===== src/rtl/oam_scanner.sv =====
// OAM scanner: walks every OAM entry during mode 2 (two T-cycles per entry),
// picks the first MAX_SLOTS sprites that overlap the latched line, and builds
// the sprite buffer read by the mode-3 sprite fetcher.
module oam_scanner #(
  parameter int          NUM_OBJS  = 40,
  parameter int          MAX_SLOTS = 10,
  parameter logic [15:0] OAM_BASE  = 16'hFE00
) (
  input  logic                        clk_in,
  input  logic                        rst_in,
  input  logic                        tclk_in,
  input  logic                        start_in,
  input  logic [7:0]                  ly_in,
  input  logic                        tall_sprite_mode_in,
  output logic [15:0]                 oam_addr_out,
  output logic                        oam_req_out,
  input  logic [7:0]                  oam_data_in,
  input  logic                        oam_valid_in,
  output logic [MAX_SLOTS-1:0][17:0]  sprite_buffer_out,
  output logic [3:0]                  sprite_count_out,
  output logic                        busy_out,
  output logic                        done_out
);

  typedef enum logic [1:0] {
    IDLE,
    READ_Y,
    READ_X,
    DRAIN
  } state_t;

  localparam logic [5:0] LAST_IDX = 6'(NUM_OBJS - 1);
  localparam logic [3:0] MAX_CNT  = 4'(MAX_SLOTS);

  state_t                      state_q, state_d;
  logic [5:0]                  idx_q, idx_d;
  logic                        pend_q, pend_d;
  logic [7:0]                  y_hold_q, y_hold_d;
  logic [7:0]                  ly_q, ly_d;
  logic                        tall_q, tall_d;
  logic [MAX_SLOTS-1:0][17:0]  slots_q, slots_d;
  logic [3:0]                  count_q, count_d;
  logic                        busy_q, busy_d;
  logic                        done_q, done_d;

  logic [7:0]  rd_data;
  logic [5:0]  commit_num;
  logic [8:0]  line_off;
  logic [8:0]  diff;
  logic [4:0]  height;
  logic        hit;
  logic        do_commit;

  // Missing OAM data reads as all ones, like an open bus.
  assign rd_data = oam_valid_in ? oam_data_in : 8'hFF;

  // Overlap test of the held Y against the latched line; the sprite being
  // committed is the previous entry while scanning and the last one in DRAIN.
  always_comb begin
    commit_num = (state_q == DRAIN) ? idx_q : (idx_q - 6'd1);
    line_off   = {1'b0, ly_q} + 9'd16;
    diff       = line_off - {1'b0, y_hold_q};
    height     = tall_q ? 5'd16 : 5'd8;
    hit        = (line_off >= {1'b0, y_hold_q}) && (diff < {4'b0, height});
  end

  // Scan sequencing, OAM requests, and sprite buffer insertion.
  always_comb begin
    state_d      = state_q;
    idx_d        = idx_q;
    pend_d       = pend_q;
    y_hold_d     = y_hold_q;
    ly_d         = ly_q;
    tall_d       = tall_q;
    slots_d      = slots_q;
    count_d      = count_q;
    busy_d       = busy_q;
    done_d       = 1'b0;
    do_commit    = 1'b0;
    oam_addr_out = 16'h0;
    oam_req_out  = 1'b0;

    case (state_q)
      IDLE: begin
        if (tclk_in && start_in) begin
          ly_d    = ly_in;
          tall_d  = tall_sprite_mode_in;
          slots_d = '0;
          count_d = 4'd0;
          idx_d   = 6'd0;
          pend_d  = 1'b0;
          busy_d  = 1'b1;
          state_d = READ_Y;
        end
      end
      READ_Y: begin
        oam_addr_out = OAM_BASE + {8'h0, idx_q, 2'b00};
        oam_req_out  = tclk_in;
        if (tclk_in) begin
          do_commit = pend_q;
          state_d   = READ_X;
        end
      end
      READ_X: begin
        oam_addr_out = OAM_BASE + {8'h0, idx_q, 2'b00} + 16'd1;
        oam_req_out  = tclk_in;
        if (tclk_in) begin
          y_hold_d = rd_data;
          pend_d   = 1'b1;
          if (idx_q == LAST_IDX) begin
            state_d = DRAIN;
          end else begin
            idx_d   = idx_q + 6'd1;
            state_d = READ_Y;
          end
        end
      end
      DRAIN: begin
        if (tclk_in) begin
          do_commit = 1'b1;
          busy_d    = 1'b0;
          done_d    = 1'b1;
          state_d   = IDLE;
        end
      end
      default: state_d = IDLE;
    endcase

    if (do_commit && hit && (count_q < MAX_CNT)) begin
      for (int i = 0; i < MAX_SLOTS; i++) begin
        if (count_q == 4'(i)) begin
          slots_d[i] = {rd_data, commit_num, diff[3:0]};
        end
      end
      count_d = count_q + 4'd1;
    end
  end

  // State register with asynchronous active-low reset.
  always_ff @(posedge clk_in or negedge rst_in) begin
    if (!rst_in) begin
      state_q  <= IDLE;
      idx_q    <= 6'd0;
      pend_q   <= 1'b0;
      y_hold_q <= 8'h0;
      ly_q     <= 8'h0;
      tall_q   <= 1'b0;
      slots_q  <= '0;
      count_q  <= 4'd0;
      busy_q   <= 1'b0;
      done_q   <= 1'b0;
    end else begin
      state_q  <= state_d;
      idx_q    <= idx_d;
      pend_q   <= pend_d;
      y_hold_q <= y_hold_d;
      ly_q     <= ly_d;
      tall_q   <= tall_d;
      slots_q  <= slots_d;
      count_q  <= count_d;
      busy_q   <= busy_d;
      done_q   <= done_d;
    end
  end

  assign sprite_buffer_out = slots_q;
  assign sprite_count_out  = count_q;
  assign busy_out          = busy_q;
  assign done_out          = done_q;

endmodule

===== config.mk =====
export PLATFORM = sky130hd
export DESIGN_NAME = oam_scanner
export DESIGN_NICKNAME = d
export VERILOG_FILES = /design/src/rtl/oam_scanner.sv
export SDC_FILE = /design/constraint.sdc
export NUM_CORES = 1
export LEC_CHECK = 0
export ABC_CLOCK_PERIOD_IN_PS = 2740
export BUFFER_PORTS_ARGS = -buffer_cell sky130_fd_sc_hd__buf_2
export CORE_MARGIN = 4
export CORE_UTILIZATION = 40
export CTS_CLUSTER_DIAMETER = 80
export DETAILED_ROUTE_END_ITERATION = 7
export PLACE_DENSITY = 0.74
export SYNTH_ARGS = -nofsm -noshare
export SYNTH_HDL_FRONTEND = slang
export SYNTH_SLANG_ARGS = --single-unit

===== constraint.sdc =====
create_clock -name clk_in -period 2.74 [get_ports clk_in]
set_input_delay 0.548 -clock clk_in [delete_from_list [all_inputs] [get_ports clk_in]]
set_output_delay 0.548 -clock clk_in [all_outputs]
set_load 0.01 [all_outputs]

==> results of run 1 <==
[worst reg2reg max path, stage by stage (launching register included)]
cell and delay (ns):
dfrtp_1 0.38, inv_1 0.06, ha_2 0.17, fa_2 0.19
nand2b_4 0.15, a21oi_4 0.06, buf_4 0.14, or4_4 0.49
a221oi_4 0.28, buf_4 0.18, o2111a_2 0.24, nand4_1 0.14
buf_6 0.17, buf_12 0.15, mux2i_1 0.20
[placed cells by master, fill, tap and decap left out, types with 5 or more instances in the layout]
master	instances
ha_1	19
and2_1	9
inv_1	26
clkbuf_16	25
nor2b_1	10
a21oi_1	21
dfrtp_1	212
nand2_1	199
nor2_1	20
mux2i_2	7
mux2_2	9
nand2b_1	5
buf_12	16
xor2_1	5
o21ai_0	14
clkbuf_8	10
buf_16	8
mux2i_1	174
buf_4	49
buf_6	5
buf_2	221
nand3_1	10
[path summary, 6_finish.rpt]
kind	endpoint	slack (ns)	cells after the start
max reg2reg	sprite_buffer_out[71]	-0.35	14
min reg2reg	sprite_buffer_out[95]	0.52	2
min in group clk_in	ly_q[2]	0.26	2
min	sprite_buffer_out[138]	0.08	1
max in group asynchronous	sprite_buffer_out[50]	1.97	2
max	sprite_buffer_out[71]	-0.35	14
[area by class of cell]
cell class                 count  share of cell area, %
sequential                   212                   41.9
multi-input combinational    555                   31.0
timing repair buffer         302                   16.9
clock buffer                  35                   5.61
tap                          319                   3.15
clock inverter                 6                  0.770
inverter                      26                  0.770
[cell usage after synthesis (5+ instances only)]
cell and instances:
a21oi_1 24, and2_1 9, buf_12 5, buf_4 13
buf_6 12, clkbuf_1 36, dfrtp_1 212, ha_1 20
inv_1 26, mux2_2 10, mux2i_1 181, nand2_1 199
nand2b_1 6, nand3_1 11, nor2_1 20, nor2b_1 10
o21ai_0 16, xnor2_1 5, xor2_1 5
[through the flow]
step / std cells / setup WS, ns / utilization (%) / total power [mW]
2_1_floorplan: 861 / -0.120 / - / 5.63
3_3_place_gp: 1390 / -0.178 / 48.2 / 7.20
3_5_place_dp: 1390 / -0.295 / 48.2 / 7.27
4_1_cts: 1452 / -0.238 / 53.2 / 10.7
5_1_grt: 1455 / -0.441 / 53.6 / 11.3
6_report: 1455 / -0.351 / 53.6 / 10.7
[logic make-up (layout without fill, tap and decap cells)]
kind of cell	after synthesis	count (layout)
compound gates	55	56
xor+xnor	10	10
fa+ha+maj	21	21
buf+inv	95	369
flops	212	212
mux	191	191
other cells	1	2
simple gates	275	275
[power groups by stage]
| stage | combinational (mW) | clock (mW) | sequential, mW |
|---|---|---|---|
| finish | 3.92 | 3.27 | 3.53 |
| global route | 4.23 | 3.46 | 3.57 |
| floorplan | 2.12 | 0 | 3.51 |
| CTS | 3.81 | 3.33 | 3.53 |
| detailed placement | 3.69 | 0 | 3.59 |
| global placement | 3.63 | 0 | 3.58 |
[flip-flops by register name (all words and copies together), names as in the netlist]
name,count
sprite_count_out,4
tall_q,1
sprite_buffer_out,180
idx_q,6
done_out,1
state_q,2
y_hold_q,8
busy_out,1
ly_q,8
pend_q,1
[what timing repair did]
action,4_1_cts,5_1_grt
endpoints found under the setup margin,180,183
buffers inserted,11,3
gates cloned,10,2
pin swaps,8,6
gates resized for setup,24,15
[per-layer routing]
| layer | wire length, µm | track usage, % |
|---|---|---|
| met1 | 12400 | 29.1 |
| met2 | 13800 | 35.2 |
| met3 | 1920 | 3.76 |
| met4 | 987 | 6.06 |
| met5 | 13 | 0 |
==> flow_summary.toml, run 1 <==
[outcome]
outcome = "finished, violations left"
violations = "setup timing"

[sta]
setup_ws_ns = -0.351
rsz0062_at_grt = "yes"
max_freq_mhz = 324
finalSetupViolations = 183
fin_crit_sh_pct = 113
hold_slack_ns = 0.0791
hold_violations = 0
finalMaxSlewViolations = 0
slew-limit-headroom_pct = 43.4
finClkSkew_ns = 0.0101
tightest_slew_ns = 0.845
final.setup.tns_ns = -41.09
min_period_ns = 3.09

[grt]
grt_pass1_vias = 7489
grt_pass1_wl_mm = 44.3
overflow = 0
grt_max_degree = 83
grt.total_usage_pct = 21.3
antenna_found_initial = 1

[pwr]
switching_share_pct = 36.1
p_comb_share_pct = 36.5
leakage_nw = 6.98
p_per_area_nw_per_um2 = 847
p_seq_share_pct = 33.0
clkPwrFrac_pct = 30.5
switching_power_mw = 3.87
internal_power_mw = 6.85
ir_worst_vdd_v = 0.000703

[routing]
first_pass_iters = 5
drt_iter0_drc = 530
drc = 0
final_antenna_net_count = 0
wire_per_inst_um = 20.0
viasPerCell = 5.11
routed_wl_mm = 29.1
num_vias = 7437

[synth]
synthSimpleGateAreaFrac_pct = 12.1
synth_top_area_share_pct = 55.0
ys_ff_latch = 212
syn_area_per_cell_um2 = 11.2
synth_cell_type_count = 40
synth_warnings = 0
async_reset_ff_share_pct = 100
synth_fa_ha_area_share_pct = 2.80
synth_area_um2 = 9650
synth_area_leaders = "dfrtp_1, mux2i_1, nand2_1"
yosysTopAreaCell = "dfrtp_1"
synth_xor_area_share_pct = 0.907
synth_cells = 860
synth_compound_area_share_pct = 3.30
seq_area_frac_synth_pct = 55.0
synth_top_family_by_area = "multiplexers"
synth_edf_count = 0
synth_top_flop_cell = "dfrtp_1"
synth_mux_area_share_pct = 19.9

[floorplanning]
die_y_um = 163
ioPinCount = 225
die-area_um2 = 26700
die_w_um = 163
core_um2 = 23600
rows = 56
start_util_pct = 40.9

[setup_path]
critical_path_class = "reg2reg"
cp_slowest_stage_delay_ns = 0.49
worstPathArrival_ns = 3.52
crit_family = "simple AND/OR/NAND/NOR gates"
endpoint_kind = "flip-flop"
cp_num_buf_inv = 5
cp-startpoint = "ly_q[0]"
required_ns = 3.17
critPathLaunchType = "flip-flop"
crit_chain = "inv_1 -> ha_2 -> fa_2 -> nand2b_4 -> a21oi_4 -> buf_4 -> or4_4 -> a221oi_4 -> buf_4 -> o2111a_2 -> nand4_1 -> buf_6 -> buf_12 -> mux2i_1"
crit_fanout = 9
cpMostUsedCell = "buf_4"
crit_slowest_cell = "or4_4"
r2r_start = "ly_q[0]"

[clock_tree]
cts.htree.levels = 1
clkTransAtPathRegs_ns = 0.06
insertion_delay_ns = 0.52
cts_hold_buf = 0
tritoncts = "yes"
cts_root_buf = "clkbuf_16"
cts_buffer_depth = 3
cts.sinks = 212
cts_made_buffers = 23

[run]
drv_cap = 0

[hold_path]
hp-class = "in2async"

[cells_and_area]
syn_to_final_growth_pct = 31.2
fillCellCount = 2065
regArea_um2 = 5310
drive_gt1_share_pct = 33.1
fin_nets = 1163
antenna_cells = 0
multi_input_area_um2 = 3920
fin_area_um2 = 12700

[placement]
numPortBuffers = 222
place_area_um2 = 11400
place_congestion = 0.891
dp_hpwl_mm = 18.7
Power figures use the tool's default switching activity.
==> inputs of run 2 (changes only) <==
--- a/config.mk
+++ b/config.mk
@@ -12,6 +12,7 @@
 export CTS_CLUSTER_DIAMETER = 80
 export DETAILED_ROUTE_END_ITERATION = 7
 export PLACE_DENSITY = 0.74
+export SETUP_SLACK_MARGIN = 0.5
 export SYNTH_ARGS = -nofsm -noshare
 export SYNTH_HDL_FRONTEND = slang
 export SYNTH_SLANG_ARGS = --single-unit
==> flow_summary.toml, run 2 (synthesized netlist as in run 1, its figures left out) <==
[outcome]
outcome = "finished, violations left"
violations = "setup timing"

[setup_path]
required_ns = 3.13
crit_slowest_cell = "dfrtp_1"
endpoint_kind = "flip-flop"
critical_path_class = "reg2reg"
crit_chain = "ha_2 -> fa_2 -> nand2b_4 -> a21oi_4 -> nor2_1 -> nor2_1 -> ha_1 -> nand2_1 -> nand3_2 -> a21oi_2 -> o2111a_2 -> buf_6 -> nand4_1 -> buf_6 -> buf_12 -> mux2i_1"
cp_slowest_stage_delay_ns = 0.38
crit_family = "adder cells"
critPathLaunchType = "flip-flop"
cp_num_buf_inv = 3
crit_fanout = 5
worstPathArrival_ns = 3.54

[floorplanning]
ioPinCount = 225
die_y_um = 163
core_um2 = 23600
start_util_pct = 40.9
rows = 56
die-area_um2 = 26700
die_w_um = 163

[grt]
overflow = 0
antenna_found_initial = 0
grt_max_degree = 75
grt.total_usage_pct = 20.6
grt_pass1_vias = 7376
grt_pass1_wl_mm = 42.9

[sta]
setup_ws_ns = -0.404
fin_crit_sh_pct = 115
min_period_ns = 3.14
hold_violations = 0
slew-limit-headroom_pct = 44.9
rsz0062_at_grt = "yes"
finalSetupViolations = 182
tightest_slew_ns = 0.822
max_freq_mhz = 318
finClkSkew_ns = 0.0108
finalMaxSlewViolations = 0

[cells_and_area]
fin_area_um2 = 12900
final_util_pct = 54.8
syn_to_final_growth_pct = 34.0
fin_nets = 1172
largest_reg_flops = 180
drive_gt1_share_pct = 35.3
antenna_cells = 0
mostFrequentLayoutCells = "buf_2, dfrtp_1, nand2_1"
final_common_cell = "buf_2"

[pwr]
leakage_nw = 7.09
p_seq_share_pct = 33.1
total_power_mw = 10.7
switching_share_pct = 35.7
internal_power_mw = 6.87
switching_power_mw = 3.81
clkPwrFrac_pct = 30.1
ir_worst_vdd_v = 0.000927
p_comb_share_pct = 36.8
p_per_area_nw_per_um2 = 826

[routing]
final_antenna_net_count = 0
wire_per_inst_um = 20.5
first_pass_iters = 8
viasPerCell = 5.10
drc = 0
num_vias = 7472
drt_iter0_drc = 559
routed_wl_mm = 30.0

[hold_path]
hp-class = "in2async"

[placement]
place_congestion = 0.856
place_area_um2 = 11400
dp_hpwl_mm = 18.6
numPortBuffers = 222

[clock_tree]
clkTransAtPathRegs_ns = 0.06
cts_buffer_depth = 3
cts_made_buffers = 23
cts.sinks = 212
cts_root_buf = "clkbuf_16"
tritoncts = "yes"
cts.htree.levels = 1
insertion_delay_ns = 0.51
cts_hold_buf = 0

[run]
drv_cap = 0
## run 2: path summary, 6_finish.rpt
| check | startpoint | to | slack, ns | cells past startpoint |
|---|---|---|---|---|
| max in group asynchronous | rst_in | sprite_buffer_out[39] | 2.01 | 2 |
| worst max register to register | y_hold_q[0] | sprite_buffer_out[13] | -0.40 | 16 |
| min in group clk_in | ly_in[7] | ly_q[7] | 0.28 | 2 |
| worst min register to register | ly_q[3] | ly_q[3] | 0.51 | 1 |
| worst min-delay path | rst_in | sprite_buffer_out[137] | 0.04 | 1 |
| worst max-delay path | y_hold_q[0] | sprite_buffer_out[13] | -0.40 | 16 |
## run 2: metal layers
metal  up-vias  track usage [%]  part of all wire (%)
met3        54             4.64                   7.0
met2       276             34.7                    48
met5         -                0                     0
met1      3732             27.3                    42
li1       3410                -                     -
met4         0             5.11                   2.4
## run 2: layout make-up
| type | count | area (µm²) |
|---|---|---|
| clock buffers | 31 | 656 |
| clock inverters | 11 | 136 |
| fillers | 2044 | 10700 |
| inverters | 26 | 100 |
| multi-input cells | 555 | 4010 |
| flip-flops and latches | 212 | 5310 |
| well taps | 319 | 399 |
| repair buffers | 311 | 2330 |
## run 2: power by group through the flow
stage / combinational, mW / sequential [mW] / clock (mW)
2_1_floorplan: 2.13 / 3.51 / 0
3_3_place_gp: 3.51 / 3.58 / 0
3_5_place_dp: 3.55 / 3.59 / 0
4_1_cts: 3.81 / 3.53 / 3.27
5_1_grt: 4.28 / 3.57 / 3.42
6_report: 3.93 / 3.54 / 3.21
## run 2: what timing repair did
item | CTS | global route
pin swaps | 3 | 4
cloned | 6 | 13
gates resized for setup | 31 | 27
setup endpoints to repair | 191 | 191
buffers inserted | 12 | 3
## run 2: per-stage QoR
| stage | worst slack, ns | hold slack [ns] | cells | TNS (ns) |
|---|---|---|---|---|
| floorplan | -0.120 | 0.252 | 861 | -6.59 |
| global placement | -0.216 | 0.488 | 1389 | -27.10 |
| detailed placement | -0.332 | 0.506 | 1389 | -36.20 |
| CTS | -0.213 | 0.0430 | 1449 | -28.20 |
| global route | -0.539 | 0.0552 | 1465 | -77.33 |
| finish | -0.404 | 0.0369 | 1465 | -46.90 |
